## src/rtl/decoder_scan.sv

```systemverilog
// Registered binary-to-one-hot decoder with a prescaled scan sequencer.
// Direct mode decodes sel; scan mode steps the active output through 0..OUT_W-1.
module decoder_scan #(
  parameter int SEL_W      = 3,
  parameter int OUT_W      = 8,
  parameter int DIV        = 4,
  parameter int ACTIVE_LOW = 0
) (
  input  logic             clk,
  input  logic             rst_n,
  input  logic             en,
  input  logic             mode,
  input  logic [SEL_W-1:0] sel,
  input  logic             load,
  output logic [OUT_W-1:0] y,
  output logic [SEL_W-1:0] idx,
  output logic             wrap
);

  localparam int              PW       = (DIV > 1) ? $clog2(DIV) : 1;
  localparam logic [PW-1:0]   PRE_LAST = PW'(DIV - 1);
  localparam logic [SEL_W:0]  LAST     = (SEL_W + 1)'(OUT_W - 1);
  localparam logic            INACT    = (ACTIVE_LOW != 0);

  logic [PW-1:0]    pre_q, pre_d;
  logic [SEL_W-1:0] idx_d;
  logic [OUT_W-1:0] y_d;
  logic             wrap_d;

  function automatic logic [OUT_W-1:0] decode(input logic [SEL_W-1:0] k);
    logic [OUT_W-1:0] v;
    v = {OUT_W{INACT}};
    for (int unsigned i = 0; i < OUT_W; i++)
      if ({1'b0, k} == (SEL_W + 1)'(i)) v[i] = ~INACT;
    return v;
  endfunction

  always_comb begin
    idx_d  = idx;
    pre_d  = pre_q;
    wrap_d = 1'b0;
    if (en) begin
      if (!mode) begin
        idx_d = sel;
        pre_d = '0;
      end else if (load) begin
        idx_d = ({1'b0, sel} > LAST) ? '0 : sel;
        pre_d = '0;
      end else if (pre_q == PRE_LAST) begin
        pre_d = '0;
        // an out-of-range idx left by direct mode behaves like the last index
        if ({1'b0, idx} >= LAST) begin
          idx_d  = '0;
          wrap_d = 1'b1;
        end else begin
          idx_d = idx + 1'b1;
        end
      end else begin
        pre_d = pre_q + 1'b1;
      end
    end
    y_d = en ? decode(idx_d) : {OUT_W{INACT}};
  end

  always_ff @(posedge clk) begin
    if (!rst_n) begin
      y     <= {OUT_W{INACT}};
      idx   <= '0;
      pre_q <= '0;
      wrap  <= 1'b0;
    end else begin
      y     <= y_d;
      idx   <= idx_d;
      pre_q <= pre_d;
      wrap  <= wrap_d;
    end
  end

endmodule

```

## config.mk

```make
export PLATFORM = sky130hd
export DESIGN_NAME = decoder_scan
export DESIGN_NICKNAME = d
export VERILOG_FILES = /design/src/rtl/decoder_scan.sv
export SDC_FILE = /design/constraint.sdc
export NUM_CORES = 1
export LEC_CHECK = 0
export ABC_AREA = 1
export CORE_MARGIN = 4
export CORE_UTILIZATION = 38
export CTS_CLUSTER_DIAMETER = 40
export DETAILED_ROUTE_END_ITERATION = 12
export PLACE_DENSITY_LB_ADDON = 0.1
export SYNTH_ARGS = -nofsm -noshare
export SYNTH_HDL_FRONTEND = slang
export SYNTH_SLANG_ARGS = --single-unit
```

## constraint.sdc

```tcl
create_clock -name clk -period 1.19 [get_ports clk]
set_input_delay 0.357 -clock clk [delete_from_list [all_inputs] [get_ports clk]]
set_output_delay 0.357 -clock clk [all_outputs]
set_load 0.02 [all_outputs]
```

# Word-level counts from Yosys, hierarchy flattened

Cells that the tools add are included.

Input port bits: 8
Flip-flop bits (word level): 14
Output and inout port bits: 12

Bitwise gates (word level): 4
Muxes and demuxes: 17
Order comparisons: 1
$add $sub $neg: 2
Equality and inequality tests: 8
Reductions and logical operators: 3

Operators by type and width:

| kind                | count |
|---|---|
| $mux 3              | 5 |
| $eq 3x3->1 const B  | 4 |
| $mux 1              | 9 |
| $eq 3x2->1 const B  | 2 |
| $mux 2              | 3 |
| $reduce_or 5->1     | 1 |
| $not 1->1           | 4 |
| $add 3x1->3 const B | 1 |
| $eq 3x1->1 const B  | 1 |
| $ge 3x3->1 const B  | 1 |
| $logic_not 3->1     | 1 |
| $add 2x1->2 const B | 1 |
| $eq 2x2->1 const B  | 1 |
| $reduce_and 2->1    | 1 |

# Longest topological paths before layout

Gate-level depths: netlist of the first run.

Word-level depth: 8
Depth in mapped cells: 9
Mapped depth without buffers: 9

# Worst setup path after synthesis of the first run

Ideal clock, no wire load.

Path type: register -> register
Start: reg idx[0]
End: reg y[4]
Cell stages (with the launch flop): 9
Setup slack: -203 ps
Path buffers: 0
Data arrival time: 1282 ps
Cell sequence: dfxtp_1 -> ha_1 -> ha_1 -> nand2_1 -> nor2_1 -> nand2_1 -> nand3_2 -> inv_2 -> nor2_1

Longest elaborated chain between the ends: 8
Elaborated cells between the ends (all ways): 9

RTL lines:

| item                                             | line   | text |
|---|---|---|
| start: declaration                               | 16     | `output logic [SEL_W-1:0] idx,` |
| start signal: assignment                         | 73     | `idx <= idx_d;` |
| $add 3x1->3 / $ge 3x3->1 (equally long branches) | 56, 52 |  |
| $mux 3                                           | 52     | `if ({1'b0, idx} >= LAST) begin` |
| $mux 3                                           | 49     | `end else if (pre_q == PRE_LAST) begin` |
| $mux 3                                           | 46     | `end else if (load) begin` |
| $mux 3                                           | 43     | `if (!mode) begin` |
| $mux 3 (*)                                       | 42     | `if (en) begin` |
| $eq 3x3->1 (*)                                   | 34     | `if ({1'b0, k} == (SEL_W + 1)'(i)) v[i] = ~INACT;` |
| $mux 1 (*)                                       | 34     |  |
| end signal: assignment                           | 67     | `y <= {OUT_W{INACT}};` |
| end signal: assignment                           | 72     | `y <= y_d;` |
| end: declaration                                 | 15     | `output logic [OUT_W-1:0] y,` |

Every way passes the cells marked *; elsewhere a longest branch is shown, timed or not.
A chain may end at the register's enable or synchronous reset.

# Worst setup path after layout of the first run

Start: reg idx[1]
End: reg y[3]

Longest elaborated chain between the ends: 8
Elaborated cells between the ends (all ways): 9

RTL lines:

| item                                             | line |
|---|---|
| $add 3x1->3 / $ge 3x3->1 (equally long branches) | 56, 52 |
| $mux 3                                           | 52 |
| $mux 3                                           | 49 |
| $mux 3                                           | 46 |
| $mux 3                                           | 43 |
| $mux 3 (*)                                       | 42 |
| $eq 3x2->1 (*)                                   | 34 |
| $mux 1 (*)                                       | 34 |

Marked as above.

==> key figures, run 1 <==
Power
  – Cell Pwr Density: 1040 mW/mm^2
  – Leak: 0.477 nW
  – VDD IR max: 0.779 mV

Route
  – Post-DR wirelength/cell: 13.2 um
  – DRC errors left: 0
  – Via density per instance: 4.98
  – Final WL: 1710 um
  – TritonRoute pass-1 iters: 4
  – First DRT Iteration DRCs: 21
  – Vias: 643
  – Final ANT Viol Nets: 0

Placement
  – Detailed Place HPWL: 1210 um
  – PortBufs: 19
  – Gpl congestion: 0.865

Synthesis
  – Synth Area in Compound Gates: 0.0592
  – Net Count, Synth: 90
  – Register area share after synthesis: 0.474
  – Main combinational cell family by area after synthesis: simple AND/OR/NAND/NOR gates
  – XOR/XNOR share of the synthesized area: 0
  – Yosys warnings: 0
  – Cell area after synthesis: 592 um^2
  – Avg Synthesized Cell Area: 7.49 um^2
  – Post-synthesis mux area share: 0
  – Gate count after technology mapping: 79
  – Yosys reg bits: 14
  – Netlist cell types: 16
  – Simple-Gate Fraction of Synth Area: 0.328
  – Post-Synth Adder-Cell Area: 0.0634

Global routing
  – Largest net degree at the start of global routing: 9
  – Global-route wire length before repair: 2430 um
  – Grt peak-use layer: met2
  – Initial antenna violation count: 0
  – Grt ovf: 0
  – Met1 Use GR: 0.187
  – Vias in the first global route: 582
  – GR Util met2: 0.267
  – Total GRT Usage: 0.162
  – Met3 GRT Util: 0.0714

STA
  – Fin Clk Skew: 0.00346 ns
  – Hold Fails Final Rpt: 0
  – Worst Tran Pin Value: 0.321 ns
  – Tmin final: 1.35 ns
  – RSZ-0062 raised after global routing: yes
  – TNS Setup: -1.44 ns
  – Worst rel slew slack: 0.784
  – Max-slew violations: 0
  – Final WS setup: -0.164 ns
  – Final Cycle Share: 1.14
  – Setup violations, final: 10
  – Fmax: 738 MHz

Setup path
  – Worst Reg-to-Reg Cells: 9
  – WS Path Type: register to register
  – Arrival time worst endpoint: 1.58 ns
  – Crit. End Element: register
  – Max FO, Critical Path: 4
  – CP Launch Type: register
  – R2r setup slk: -0.16 ns
  – RR Startpoint: idx[1]
  – Worst reg2reg endpoint: y[3]
  – WP data required: 1.42 ns

CTS
  – CTS Sinks: 14
  – CTS Buf Count: 3
  – Clock tree from TritonCTS: yes
  – H-tree depth: 1
  – Clk_lat worst skew: 0.29 ns
  – CTS root buffer: clkbuf_4
  – Max Buffers Root-to-Sink: 2
  – Clock transition at path regs: 0.08 ns

Outcome
  – Violations in the final reports: negative setup slack
  – Run status: complete, but fails checks

Layout
  – Final core occ: 0.722
  – Nets: 126
  – Antenna cell count: 0
  – P&R area growth vs syn: 68.7%
  – Share of cells above drive strength 1: 0.482

Worst hold path
  – Hold endpoint: wrap
  – Worst hold start: mode
  – Hold path depth: 3
  – Min-Delay Path Class: input pin to register

Flow run
  – Max Cap Viol: 0

Floorplan
  – Row count: 13
  – Core ar.: 0.00138 mm^2
  – Boundary Pins: 20
  – Die Y: 47.5 um
  – Die area: 0.00225 mm^2
  – Die Width: 47.5 um
  – Initial Utilization: 0.428
[report_power, final]
part,internal [mW],leakage (nW),switching [mW]
clock network,0.187,0.0210,0.155
registers,0.482,0.116,0.0109
logic,0.0910,0.339,0.112
total,0.760,0.477,0.277
[worst max-delay path, cell delays in order (launching register included)]
cell and delay (ns):
dfxtp_4 0.37, ha_4 0.16, ha_4 0.16, nor2_2 0.07
nand2_1 0.07, nand3_2 0.10, nand2_4 0.07, nor2_4 0.11
nand2_2 0.09, nor2_1 0.09
[Yosys cell counts]
cell type / number / share of area
nand3_1: 8 / 0.068
nand2_1: 18 / 0.11
ha_1: 3 / 0.063
a21oi_1: 4 / 0.034
nor2_2: 2 / 0.021
nand4_1: 1 / 0.011
nor2_1: 12 / 0.076
nor2b_1: 1 / 0.011
nor4_1: 1 / 0.011
o21ai_0: 2 / 0.017
inv_2: 3 / 0.019
o21ai_1: 1 / 0.0084
dfxtp_1: 14 / 0.47
inv_1: 7 / 0.044
nand3_2: 1 / 0.017
buf_4: 1 / 0.013
[layer usage]
| layer | up-vias | routed length (um) |
|---|---|---|
| met5 | - | 0 |
| met4 | 0 | 32 |
| met3 | 6 | 168 |
| met2 | 27 | 831 |
| met1 | 285 | 673 |
| li1 | 325 | - |
[state kept, by name, summed over array words and instances (netlist names)]
signal and flops:
y 8, wrap 1, idx 3, pre_q 2
[worst max path at each step]
stage	startpoint	slack [ns]	cells past startpoint	endpoint
after floorplan	idx[0]	-0.06	9	y[1]
after global placement	mode	-0.46	7	y[4]
after detailed placement	mode	-0.47	7	y[1]
after CTS	idx[1]	-0.16	9	y[1]
after global routing	idx[1]	-0.26	9	y[3]
final	idx[1]	-0.16	9	y[3]
[what timing repair did]
item | 4_1_cts | 5_1_grt
buffers inserted | 1 | 2
hold buffers | 0 | 0
pin swaps | 5 | 8
setup endpoints to repair | 23 | 15
gates resized for setup | 58 | 20
[cell usage in the layout, fill, tap and decap left out, drive strengths merged, types with 4 or more instances in the layout]
master / netlist / layout
buf: 1 / 25
nand2: 18 / 18
dfxtp: 14 / 14
nor2: 14 / 14
inv: 10 / 10
nand3: 9 / 9
clkdlybuf4s50: 0 / 4
a21oi: 4 / 4
clkbuf: 0 / 4
[cell families after synthesis]
logic type | count (synthesis)
buf+inv | 11
fa+ha+maj | 3
flops | 14
compound gates | 7
simple gates | 44
[metrics by stage]
stage / instances / power, mW / hold slack (ns) / setup slack [ns] / cell area (um^2)
2_1_floorplan: 79 / 0.587 / 0.443 / -0.0551 / 624
3_3_place_gp: 122 / 0.672 / 0.458 / -0.460 / 901
3_5_place_dp: 122 / 0.676 / 0.473 / -0.471 / 901
4_1_cts: 127 / 1.01 / 0.519 / -0.162 / 926
5_1_grt: 129 / 1.08 / 0.454 / -0.256 / 998
6_report: 129 / 1.04 / 0.440 / -0.164 / 998
[area by class of cell]
class                           count  area, um^2
Sequential cell                    14         292
Tap cell                           15        18.8
Multi-Input combinational cell     54         378
Inverter                           10        40.0
Fill cell                         104         384
Clock buffer                        4        36.3
Timing Repair Buffer               32         234
Power figures use the tool's default switching activity.
==> run 2, diff against run 1 <==
--- a/config.mk
+++ b/config.mk
@@ -6,7 +6,7 @@
 export NUM_CORES = 1
 export LEC_CHECK = 0
 export ABC_AREA = 1
-export CORE_MARGIN = 4
+export CORE_MARGIN = 5
 export CORE_UTILIZATION = 38
 export CTS_CLUSTER_DIAMETER = 40
 export DETAILED_ROUTE_END_ITERATION = 12
==> run 2 against run 1 <==
  * The flow still finishes with violations (negative setup slack)
  * Setup slack improved by 0.017 ns
  * Non-clock buffer count did not move
  * Combinational power fell by 3%
  * Critical path type unchanged
  * Largest cell class unchanged
==> key figures, run 2 (same netlist as run 1, synthesis figures left out) <==
STA
  – Final Cycle Share: 1.12 (-0.0139)
  – Setup violations, final: 10 (unchanged)
  – Final WS setup: -0.148 ns (+0.0165 ns)
  – Worst Tran Pin Value: 0.228 ns (-0.0933 ns)
  – Fmax: 748 MHz (+1.2%)
  – Hold Fails Final Rpt: 0 (unchanged)
  – Fin Clk Skew: 0.00177 ns (-0.00168 ns)
  – Tmin final: 1.34 ns (-0.0165 ns)
  – Max-slew violations: 0 (unchanged)
  – Worst rel slew slack: 0.847 (+0.0635)
  – RSZ-0062 raised after global routing: yes

Route
  – Vias: 636 (-1.1%)
  – Post-DR wirelength/cell: 12.0 um (-9.5%)
  – Final ANT Viol Nets: 0 (unchanged)
  – First DRT Iteration DRCs: 5 (-76%)
  – Via density per instance: 4.93 (-1.1%)
  – DRC errors left: 0 (unchanged)
  – Final WL: 1540 um (-9.5%)
  – TritonRoute pass-1 iters: 4 (unchanged)

Setup path
  – CP endpoint: y[5]
  – CP Launch Type: register
  – Cell breakdown of the critical path: ha_4, ha_4, nand2_2, nor2_1, nand2_1, nand3_4, inv_4, nor2_2
  – Worst reg2reg endpoint: y[5]
  – CP max-delay cell: dfxtp_4
  – Crit. End Element: register
  – WP data required: 1.40 ns (-0.02 ns)
  – CP startpoint: idx[1]
  – Most frequent CP cell: ha_4
  – Arrival time worst endpoint: 1.55 ns (-0.03 ns)
  – Max FO, Critical Path: 6 (+2)
  – WS Path Type: register to register
  – R2r setup slk: -0.15 ns (+0.02 ns)
  – RR Startpoint: idx[1]
  – Worst Reg-to-Reg Cells: 8 (-1)
  – Max incr delay on CP: 0.36 ns (about the same)

Power
  – Share of power burned in registers: 0.528 (+0.052)
  – VDD IR max: 0.774 mV (-0.66%)
  – Comb power frac: 0.211 (+0.016)
  – Clock share of power: 0.261 (-0.068)
  – Cell-internal power: 0.689 mW (-9.4%)
  – Sw Share: 0.263 (-0.00388)
  – Cell Pwr Density: 967 mW/mm^2 (-6.9%)
  – Net Switching: 0.246 mW (-11%)
  – Leak: 0.454 nW (-4.7%)

Placement
  – Place WS: -0.453 ns (+0.0174 ns)
  – Detailed Place HPWL: 1130 um (-7.0%)
  – PortBufs: 19 (unchanged)
  – Gpl congestion: 0.868 (+0.39%)

Floorplan
  – Core ar.: 0.00149 mm^2 (+7.7%)
  – Boundary Pins: 20 (unchanged)
  – Die Y: 49.5 um (+4.2%)
  – Die Width: 49.5 um (+4.2%)
  – Row count: 14 (+1)
  – Initial Utilization: 0.397 (-0.0306)
  – Die area: 0.00245 mm^2 (+8.6%)

Layout
  – Antenna cell count: 0 (unchanged)
  – P&R area growth vs syn: 63.4%
  – Commonest non-fill, non-tap cell in the layout: buf_4
  – Nets: 126 (unchanged)
  – Final core occ: 0.650 (-0.0726)
  – Max reg flops: 8 (unchanged)
  – Top flop regs: y (8), idx (3), pre_q (2)
  – Share of cells above drive strength 1: 0.478 (-0.00458)
  – Largest register by flop count: y
  – Most frequent cells in the layout: 14 x buf_4, 13 x nand2_1, 11 x buf_2, 10 x dfxtp_1
  – Layout fillers: 145 (+39%)

Worst hold path
  – Hold path depth: 2 (-1)
  – Min-Delay Path Class: register to register

CTS
  – Clock transition at path regs: 0.07 ns (about the same)
  – CTS root buffer: clkbuf_4
  – Clk_lat worst skew: 0.27 ns (-0.02 ns)
  – Clock tree from TritonCTS: yes
  – CTS Sinks: 14 (unchanged)
  – Max Buffers Root-to-Sink: 2 (unchanged)
  – CTS Buf Count: 3 (unchanged)
  – H-tree depth: 1 (unchanged)
  – Cts hold-fix bufs: 0 (unchanged)

Global routing
  – Grt ovf: 0 (unchanged)
  – Global-route wire length before repair: 2590 um (+6.8%)
  – Vias in the first global route: 606 (+4.1%)
  – Largest net degree at the start of global routing: 8 (-1)
  – Initial antenna violation count: 0 (unchanged)
  – Total GRT Usage: 0.134 (-0.0276)

Outcome
  – Violations in the final reports: negative setup slack
  – Run status: complete, but fails checks

Flow run
  – Max Cap Viol: 0 (unchanged)
## run 2: per-stage QoR
stage               power (mW)  cells  hold slack (ns)  TNS [ns]  cell area, um^2
floorplan                0.587     79            0.443    -0.370              624
CTS                      0.916    127            0.476     -1.21              906
finish                   0.935    129            0.484     -1.11              967
global route             0.986    129            0.519     -2.12              967
detailed placement       0.674    123            0.463     -6.06              902
global placement         0.672    123            0.453     -5.96              902
## run 2: metal layers
layer | GRT usage | part of all wire | vias up
li1 | - | - | 322
met2 | 0.225 | 0.48 | 25
met3 | 0.0633 | 0.096 | 2
met1 | 0.155 | 0.41 | 287
met4 | 0.0262 | 0.0032 | 0
met5 | 0 | 0 | -
## run 2: worst max-delay path, delay by kind of cell, from the launching register on
| family | cells | cell delay, ns |
|---|---|---|
| adder cells (fa/ha/maj) | 2 | 0.41 |
| flip-flops | 1 | 0.36 |
| AND/OR/NAND/NOR | 5 | 0.45 |
| buffers and inverters | 1 | 0.06 |
## run 2: how the worst min path moves through the flow
stage	start	to	slack (ns)
6_report	pre_q[1]	pre_q[1]	0.48
5_1_grt	pre_q[1]	pre_q[1]	0.52
4_1_cts	pre_q[1]	pre_q[1]	0.48
3_5_place_dp	pre_q[1]	pre_q[1]	0.46
3_3_place_gp	pre_q[0]	pre_q[0]	0.45
2_1_floorplan	pre_q[0]	pre_q[0]	0.44
## run 2: power groups by stage
stage                     sequential [mW]  clock [mW]  combinational (mW)
after detailed placement            0.503           0               0.171
after floorplan                     0.520           0              0.0665
after global placement              0.503           0               0.169
after global routing                0.495       0.273               0.218
after CTS                           0.492       0.253               0.171
final                               0.493       0.244               0.197
## run 2: final cells by class
| type | count | area, um^2 | area share |
|---|---|---|---|
| Multi-Input combinational cell | 54 | 368 | 0.380 |
| Sequential cell | 14 | 290 | 0.300 |
| Timing Repair Buffer | 32 | 226 | 0.234 |
| Inverter | 10 | 40.0 | 0.0414 |
| Clock buffer | 3 | 22.5 | 0.0233 |
| Tap cell | 16 | 20.0 | 0.0207 |
## run 2: what timing repair did
| item | 4_1_cts | 5_1_grt |
|---|---|---|
| setup buffers | 1 | 2 |
| pin swaps | 5 | 9 |
| cloned | 0 | 0 |
| resized for setup | 54 | 21 |
| endpoints found under the setup margin | 23 | 14 |
